$ cat config.mk
export PLATFORM = sky130hd
export DESIGN_NAME = pipe_stage_reg
export DESIGN_NICKNAME = d
export VERILOG_FILES = /design/src/rtl/pipe_stage_reg.sv
export SDC_FILE = /design/constraint.sdc
export NUM_CORES = 1
export LEC_CHECK = 0
export ABC_AREA = 1
export CAP_MARGIN = 20
export CORE_ASPECT_RATIO = 1.1
export CORE_MARGIN = 3
export CORE_UTILIZATION = 25
export DETAILED_ROUTE_END_ITERATION = 10
export GPL_TIMING_DRIVEN = 0
export MAX_ROUTING_LAYER = met4
export PLACE_DENSITY = 0.44
export SKIP_LAST_GASP = 1
export SYNTH_ARGS = -nofsm -noshare
export SYNTH_HDL_FRONTEND = slang
export SYNTH_SLANG_ARGS = --single-unit
$ cat constraint.sdc
create_clock -name clk -period 1.7 [get_ports clk]
set_clock_uncertainty 0.2 [all_clocks]
set_input_delay 0.425 -clock clk [delete_from_list [all_inputs] [get_ports clk]]
set_output_delay 0.425 -clock clk [all_outputs]
set_load 0.01 [all_outputs]
$ cat src/rtl/pipe_stage_reg.sv
// Pipeline stage register with a valid/ready handshake and a one-entry skid
// buffer. Carries a LANES-wide fetch bundle (instructions, lane-0 PC, lane
// mask) between two stages. in_ready is a register, so the upstream path never
// sees out_ready combinationally. A saturating counter records cycles in which
// a bundle was offered downstream but not taken.
module pipe_stage_reg #(
  parameter int DATA_W = 32,
  parameter int LANES  = 2,
  parameter int CNT_W  = 16
) (
  input  logic                    clk,
  input  logic                    rst,
  input  logic                    flush,
  input  logic                    in_valid,
  output logic                    in_ready,
  input  logic [LANES*DATA_W-1:0] in_instr,
  input  logic [DATA_W-1:0]       in_pc,
  input  logic [LANES-1:0]        in_mask,
  output logic                    out_valid,
  input  logic                    out_ready,
  output logic [LANES*DATA_W-1:0] out_instr,
  output logic [DATA_W-1:0]       out_pc,
  output logic [LANES-1:0]        out_mask,
  output logic [CNT_W-1:0]        stall_cnt
);

  typedef enum logic [1:0] {
    EMPTY = 2'd0,
    FULL  = 2'd1,
    SKID  = 2'd2
  } state_t;

  typedef struct packed {
    logic [LANES*DATA_W-1:0] instr;
    logic [DATA_W-1:0]       pc;
    logic [LANES-1:0]        mask;
  } bundle_t;

  localparam logic [CNT_W-1:0] CNT_MAX = '1;

  state_t           state;
  bundle_t          main_q;
  bundle_t          skid_q;
  bundle_t          in_b;
  logic             in_ready_q;
  logic             out_valid_q;
  logic [CNT_W-1:0] stall_q;
  logic             xfer_in;
  logic             xfer_out;

  assign in_b = '{instr: in_instr, pc: in_pc, mask: in_mask};

  // A bundle with no live lanes completes the handshake but is never stored.
  assign xfer_in  = in_valid & in_ready_q & (|in_mask);
  assign xfer_out = out_valid_q & out_ready;

  // Handshake FSM: main entry drives the outputs, skid entry absorbs the one
  // bundle that arrives in the cycle after downstream stalls.
  always_ff @(posedge clk or negedge rst) begin
    if (!rst) begin
      // NOTE: payload is reset along with control so a reset or flush never
      // leaves a stale bundle visible on the outputs.
      state       <= EMPTY;
      main_q      <= '0;
      skid_q      <= '0;
      in_ready_q  <= 1'b1;
      out_valid_q <= 1'b0;
    end else if (flush) begin
      state       <= EMPTY;
      main_q      <= '0;
      skid_q      <= '0;
      in_ready_q  <= 1'b1;
      out_valid_q <= 1'b0;
    end else begin
      // NOTE: non-blocking assignments keep every register update in this
      // block based on the pre-edge values, independent of statement order.
      case (state)
        EMPTY: begin
          if (xfer_in) begin
            main_q      <= in_b;
            state       <= FULL;
            out_valid_q <= 1'b1;
          end
        end
        FULL: begin
          if (xfer_in && xfer_out) begin
            main_q <= in_b;
          end else if (xfer_in) begin
            skid_q     <= in_b;
            state      <= SKID;
            in_ready_q <= 1'b0;
          end else if (xfer_out) begin
            state       <= EMPTY;
            out_valid_q <= 1'b0;
          end
        end
        SKID: begin
          if (xfer_out) begin
            main_q     <= skid_q;
            state      <= FULL;
            in_ready_q <= 1'b1;
          end
        end
        default: begin
          state       <= EMPTY;
          in_ready_q  <= 1'b1;
          out_valid_q <= 1'b0;
        end
      endcase
    end
  end

  // Saturating count of stalled cycles; only reset clears it, flush does not.
  always_ff @(posedge clk or negedge rst) begin
    if (!rst) begin
      stall_q <= '0;
    end else if (out_valid_q && !out_ready && stall_q != CNT_MAX) begin
      stall_q <= stall_q + 1'b1;
    end
  end

  assign in_ready  = in_ready_q;
  assign out_valid = out_valid_q;
  assign out_instr = main_q.instr;
  assign out_pc    = main_q.pc;
  assign out_mask  = out_valid_q ? main_q.mask : '0;
  assign stall_cnt = stall_q;

endmodule

==> flow_metrics.env <==
export IMPL_status="complete, but fails checks"
export IMPL_violations="negative hold slack, negative setup slack"
export IMPL_clockBufferDepth=3
export IMPL_synth_enable_flop_cells=0
export IMPL_drt_total_wl_um=37490
export IMPL_yosysUniqueCellTypes=23
export IMPL_drt_drc_violations_left=0
export IMPL_grt_pass1_wl_um=59950
export IMPL_cts_tree="done"
export IMPL_grt_total_usage_pct=16.72
export IMPL_cts_buffers=27
export IMPL_crit_required_ns=1.93
export IMPL_grt_setup_unrepaired="true"
export IMPL_dr_first_iter_drc_count=547
export IMPL_grt_pass1_vias=10530
export IMPL_drive_above_1_share_pct=26.06
export IMPL_placed_cell_area_mm2=0.01396
export IMPL_vias_per_cell=4.442
export IMPL_dp_cells=2238
export IMPL_cts_max_level=1
export IMPL_maxSlewHeadroom_pct=58.75
export IMPL_worst_path_dominant_cell_family="flip-flops"
export IMPL_hp_class="input pin to asynchronous set/reset pin"
export IMPL_wire_per_inst_um=16.01
export IMPL_antenna_found_initial=6
export IMPL_start_util_pct=25.61
export IMPL_grt_max_degree=90
export IMPL_regToRegSetupSlack_ns=-0.28
export IMPL_max_vdd_ir_drop_mv=0.8574
export IMPL_dr_pass1_iters=5
export IMPL_crit_arrival_ns=2.21
export IMPL_fmax_mhz=505.7
export IMPL_synth_common_cells="nand2_1, dfrtp_1, nor2_1"
export IMPL_crit_path_top_delay_cell="dfstp_2"
export IMPL_final_cell_area_mm2=0.01625
export IMPL_syn_nets=1555
export IMPL_clk_latency_ns=0.55
export IMPL_yosysWarnings=0
export IMPL_die_w_um=205.6
export IMPL_finalSetupViolations=274
export IMPL_worst_pin_slew_ns=0.6168
export IMPL_vias=10398
export IMPL_whs_ns=-0.4521
export IMPL_synthFlopType="dfrtp_1"
export IMPL_critPathMaxFanout=6
export IMPL_maxSlewViolCount=0
export IMPL_chipHeight_um=225.6
export IMPL_path_clk_slew_ns=0.06
export IMPL_reg2reg_depth=10
export IMPL_fill_cells=4453
export IMPL_pre_cts_slack_ns=-1.617
export IMPL_yosysTopAreaCell="dfrtp_1"
export IMPL_path_class="flip-flop to flip-flop"
export IMPL_hold_buffers=1
export IMPL_crit_chain="nand2_2, nor2_4, nor2_4, a21oi_4, buf_12, nand2_8, buf_12, buf_8, nand2_4, nand2_2"
export IMPL_rows=79
export IMPL_antenna_left=0
export IMPL_setup_slack_ns=-0.2774
export IMPL_synth_avg_cell_area_um2=7.554
export IMPL_synth_async_sr_flop_share_pct=100.0
export IMPL_power_density_mw_per_mm2=1330
export IMPL_ys_seq_elements=216
export IMPL_finalSetupTns_ns=-52.40
export IMPL_hold_viol_final=83
export IMPL_synth_top_area_share_pct=49.09
export IMPL_fin_nets=1853
export IMPL_cp_end_kind="flip-flop"
export IMPL_final_cells=2341
export IMPL_hpwl_um=25460
export IMPL_leakage_nw=7.923
export IMPL_gp_congestion=0.7785
export IMPL_clock_sinks=216
export IMPL_rr_startpoint="in_ready"
export IMPL_netlist_area_mm2=0.01096
export IMPL_post_route_min_period_ns=1.977
export IMPL_rr_endpoint="out_instr[54]"
export IMPL_grt_overflow=0
export IMPL_fin_crit_sh_pct=116.3
export IMPL_io_buffers=218
export IMPL_startpoint_type="flip-flop"
export IMPL_synthToLayoutAreaGrowth_pct=48.25
export IMPL_ys_seq_area_share_pct=49.33
export IMPL_yosysMostFrequentCell="nand2_1"
export IMPL_core_mm2=0.04280
export IMPL_io_pins=219
export IMPL_cpPeakStageDelay_ns=0.55
export IMPL_critPathBufInv=3
export IMPL_clockRootBuffer="clkbuf_16"
export IMPL_syn_instance_count=1451
export IMPL_max_cap_violations=0
export IMPL_synth_area_leaders="dfrtp_1, nand2_1, o21ai_0, nor2_1, buf_4"
export IMPL_die_area_mm2=0.04639
## cell families (layout without fill, tap and decap cells)
group           Yosys count  in the layout  synth area share, %
flops                   216            216                49.33
fa+ha+maj                 1              1               0.1141
xor+xnor                  7              7               0.5594
other cells               0              5                    0
buf+inv                 213            531                11.11
compound gates          209            209                9.715
simple gates            805            805                29.18
## how the worst max path moves through the flow
stage,start,end,slack [ns],cells after the start
detailed placement,in_mask[1],out_pc[2],-1.62,10
floorplan,in_ready,main_q[0],-0.15,8
global route,in_ready,out_instr[18],-0.39,10
finish,in_ready,out_instr[54],-0.28,10
CTS,in_ready,out_instr[30],-0.34,10
global placement,rst,out_instr[47],-9.99,1
## metal layers
layer | GRT usage, % | wire length (um) | vias to the layer above
met5 | - | 0 | -
met4 | 3.418 | 760 | 0
met3 | 2.912 | 1939 | 43
met2 | 26.61 | 17720 | 253
met1 | 22.51 | 17070 | 4944
li1 | - | - | 5158
## layout make-up
cell class | instances | area, um^2 | area share (%)
flip-flops and latches | 216 | 5419 | 33.35
multi-input cells | 1022 | 4561 | 28.07
repair buffers | 306 | 3117 | 19.18
plain buffers | 153 | 1428 | 8.786
clock buffers | 41 | 818.3 | 5.036
well taps | 567 | 709.4 | 4.366
clock inverters | 8 | 96.34 | 0.5929
inverters | 23 | 88.84 | 0.5467
diodes | 5 | 12.51 | 0.07700
## flip-flops by register name (all words and copies together) (netlist names)
name,cells
skid_q,98
out_instr,64
out_pc,32
stall_cnt,16
main_q,2
state,2
in_ready,1
out_valid,1
## worst reg2reg max path: cells and delay by family (launching register included)
| kind | cells | cell delay [ns] |
|---|---|---|
| DFF | 1 | 0.55 |
| and+or+nand+nor | 6 | 0.49 |
| buffers and inverters | 3 | 0.47 |
| AOI/OAI and AO/OA | 1 | 0.16 |
## report_power, final
group	total, mW	internal [mW]	leakage, nW	switching [mW]
sequential	7.11	6.29	2.80	0.820
combinational	8.55	4.71	4.67	3.84
clock	5.96	3.60	0.452	2.35
## what timing repair did
item | CTS | global route
cloned | 3 | 0
gates resized for setup | 817 | 73
setup buffers | 80 | 2
setup endpoints to repair | 328 | 340
pin swaps | 9 | 5
hold endpoints to repair | 53 | 41
## cell usage in the layout (no fill, tap or decap), types with 3 or more instances in the layout
| cell | n |
|---|---|
| buf_2 | 10 |
| clkinv_2 | 4 |
| clkdlybuf4s50_1 | 99 |
| clkbuf_16 | 27 |
| inv_1 | 14 |
| buf_12 | 5 |
| buf_6 | 197 |
| dfrtp_1 | 205 |
| nor2_4 | 3 |
| nand2_4 | 11 |
| xnor2_1 | 7 |
| clkbuf_2 | 26 |
| nand4_1 | 8 |
| o21ai_0 | 167 |
| nand3_1 | 110 |
| diode_2 | 5 |
| nor2_2 | 3 |
| clkbuf_1 | 14 |
| a21oi_1 | 14 |
| buf_16 | 4 |
| nand2_1 | 440 |
| buf_4 | 79 |
| nor2_1 | 201 |
| nand2_2 | 25 |
| dfrtp_2 | 10 |
| o21ai_1 | 25 |
| clkbuf_8 | 11 |
| buf_8 | 9 |
| clkbuf_4 | 15 |
| inv_2 | 8 |
## metrics by stage
| step | power (mW) | util (%) |
|---|---|---|
| after floorplan | 10.69 | - |
| after global placement | 13.88 | 32.47 |
| after detailed placement | 13.92 | 32.61 |
| after CTS | 21.75 | 37.54 |
| after global routing | 22.98 | 37.97 |
| final | 21.61 | 37.97 |
Note: power is estimated with default switching activity, not from simulation.
==> variant (same settings) <==
Change the parameter `CNT_W` from 16 to 32.
--- a/src/rtl/pipe_stage_reg.sv
+++ b/src/rtl/pipe_stage_reg.sv
@@ -8,3 +8,3 @@
   parameter int LANES  = 2,
-  parameter int CNT_W  = 16
+  parameter int CNT_W  = 32
 ) (
Ports: changed (resized stall_cnt); port bits go from 219 to 235. No check against the original RTL was run, so the function may have changed too.
==> variant against the original RTL <==
- the flow finishes with violations (negative setup slack)
- first-iteration DRC count decreased by 15%
- synthesized area increased by 6.6%
- total power increased by 9.0%
- combinational power increased by 14%
- design area increased by 12%
- worst setup slack improved by 0.056 ns
- maximum frequency increased by 2.9%
- wire length increased by 9.6%
- sequential cell count increased by 16
- hold slack improved by 0.50 ns
- global-route usage decreased by 0.49 points
- critical path type unchanged
- critical endpoint is now skid_q[67]
- largest power group unchanged
==> variant: results (changes against the original RTL) <==
- The post-synthesis cell type count came to 31 (+35%).
- The sum of routed wire segments on met1 came to 17900 microns (+4.8%).
- The capture instance of the worst register-to-register path is skid_q[67].
- The pin count of the biggest net entering global routing came to 111 (+23%).
- The number of input and output port buffers inserted was 233 (+6.9%).
- The final reports fail on negative setup slack.
- The count of placed standard cells including taps came to 2286 (+2.1%).
- The sequential-to-total area share from yosys stat is 49.7% (+0.36 points).
- The signal arrival time at the worst endpoint is 2.15 ns (-0.06 ns).
- The setup violation total in the final timing report is 334 (+22%).
- The HPWL after detailed placement is 27400 microns (+7.4%).
- The wire length after detailed routing is 41100 microns (+9.6%).
- The post-synthesis area per instance is 7.99 sq um (+5.7%).
- The maximum VDD drop is 773 uV (-9.9%).
- In this run the critical register-to-register path is launched from out_valid.
- The share of cells above drive strength 1 is 35.7% (+9.6 points).
- The placer's final routability congestion estimate was 0.856 (+9.9%).
- The flow ran to the end, but the final reports show violations.
- The transition time at the pin with the least slew margin was 0.652 ns (+0.0357 ns).
- The detailed route wirelength on metal3 is 2200 microns (+13%).
- The worst setup slack after layout is -0.222 ns (+0.0555 ns).
- The library cell contributing the largest single delay on the critical path is sky130_fd_sc_hd__dfrtp_2.
- Sorting the synthesized cells by how often they occur yields sky130_fd_sc_hd__nand2_1, sky130_fd_sc_hd__dfrtp_1, sky130_fd_sc_hd__o21ai_1.
- The initial DRC count is 464 (-15%).
- The number of buffers created by CTS is 29 (+7.4%).
- The number of nets produced by synthesis is 1567 (+0.77%).
-- variant: kinds of logic after synthesis --
family                   synth area share [%]
flip-flops                               49.7
AO/OA/AOI/OAI                            15.4
AND/OR/NAND/NOR                          19.4
XOR/XNOR                                0.899
adder cells (fa/ha/maj)                 0.107
buffers and inverters                    14.5
-- variant: through the flow --
stage          instance area [sq um]  setup slack, ns  setup TNS (ns)  hold WS [ns]  utilization [%]
2_1_floorplan                  11700          -0.0223           -1.25       -0.0706                -
3_5_place_dp                   14900            -1.03         -192.32        0.0983             32.4
6_report                       18300           -0.222          -43.26        0.0504             39.8
4_1_cts                        16200           -0.232          -56.73        0.0387             35.3
3_3_place_gp                   14800           -11.90        -2725.85         0.266             32.3
5_1_grt                        18300           -0.285          -63.32        0.0499             39.8
-- variant: layout make-up --
cell class	instances	area, sq um
clock inverter	6	36.3
multi-input combinational	911	4970
clock buffer	44	882
buffer	129	1320
sequential	232	5840
fill	4624	27600
inverter	146	564
tap	588	736
antenna	3	7.51
timing repair buffer	379	3890
-- variant: power by group through the flow --
stage | Combinational [uW] | Clock [uW] | Sequential (uW)
finish | 9780 | 6010 | 7780
global route | 10600 | 6450 | 7920
CTS | 7810 | 6240 | 7470
detailed placement | 7750 | 0 | 7600
global placement | 7710 | 0 | 7620
floorplan | 4240 | 0 | 7370
-- variant: what timing repair did --
action,in CTS,in global routing
hold endpoints to repair,231,0
hold buffers,1,0
gates cloned,2,15
pin swaps,7,19
setup buffers,72,58
endpoints found under the setup margin,363,364
resized for setup,595,530
-- variant: routing by layer --
layer  global-route usage (%)  vias up
met1                     20.6     5218
met5                        -        -
met3                     2.87       57
met4                     4.02        0
li1                         -     5344
met2                     26.9      268
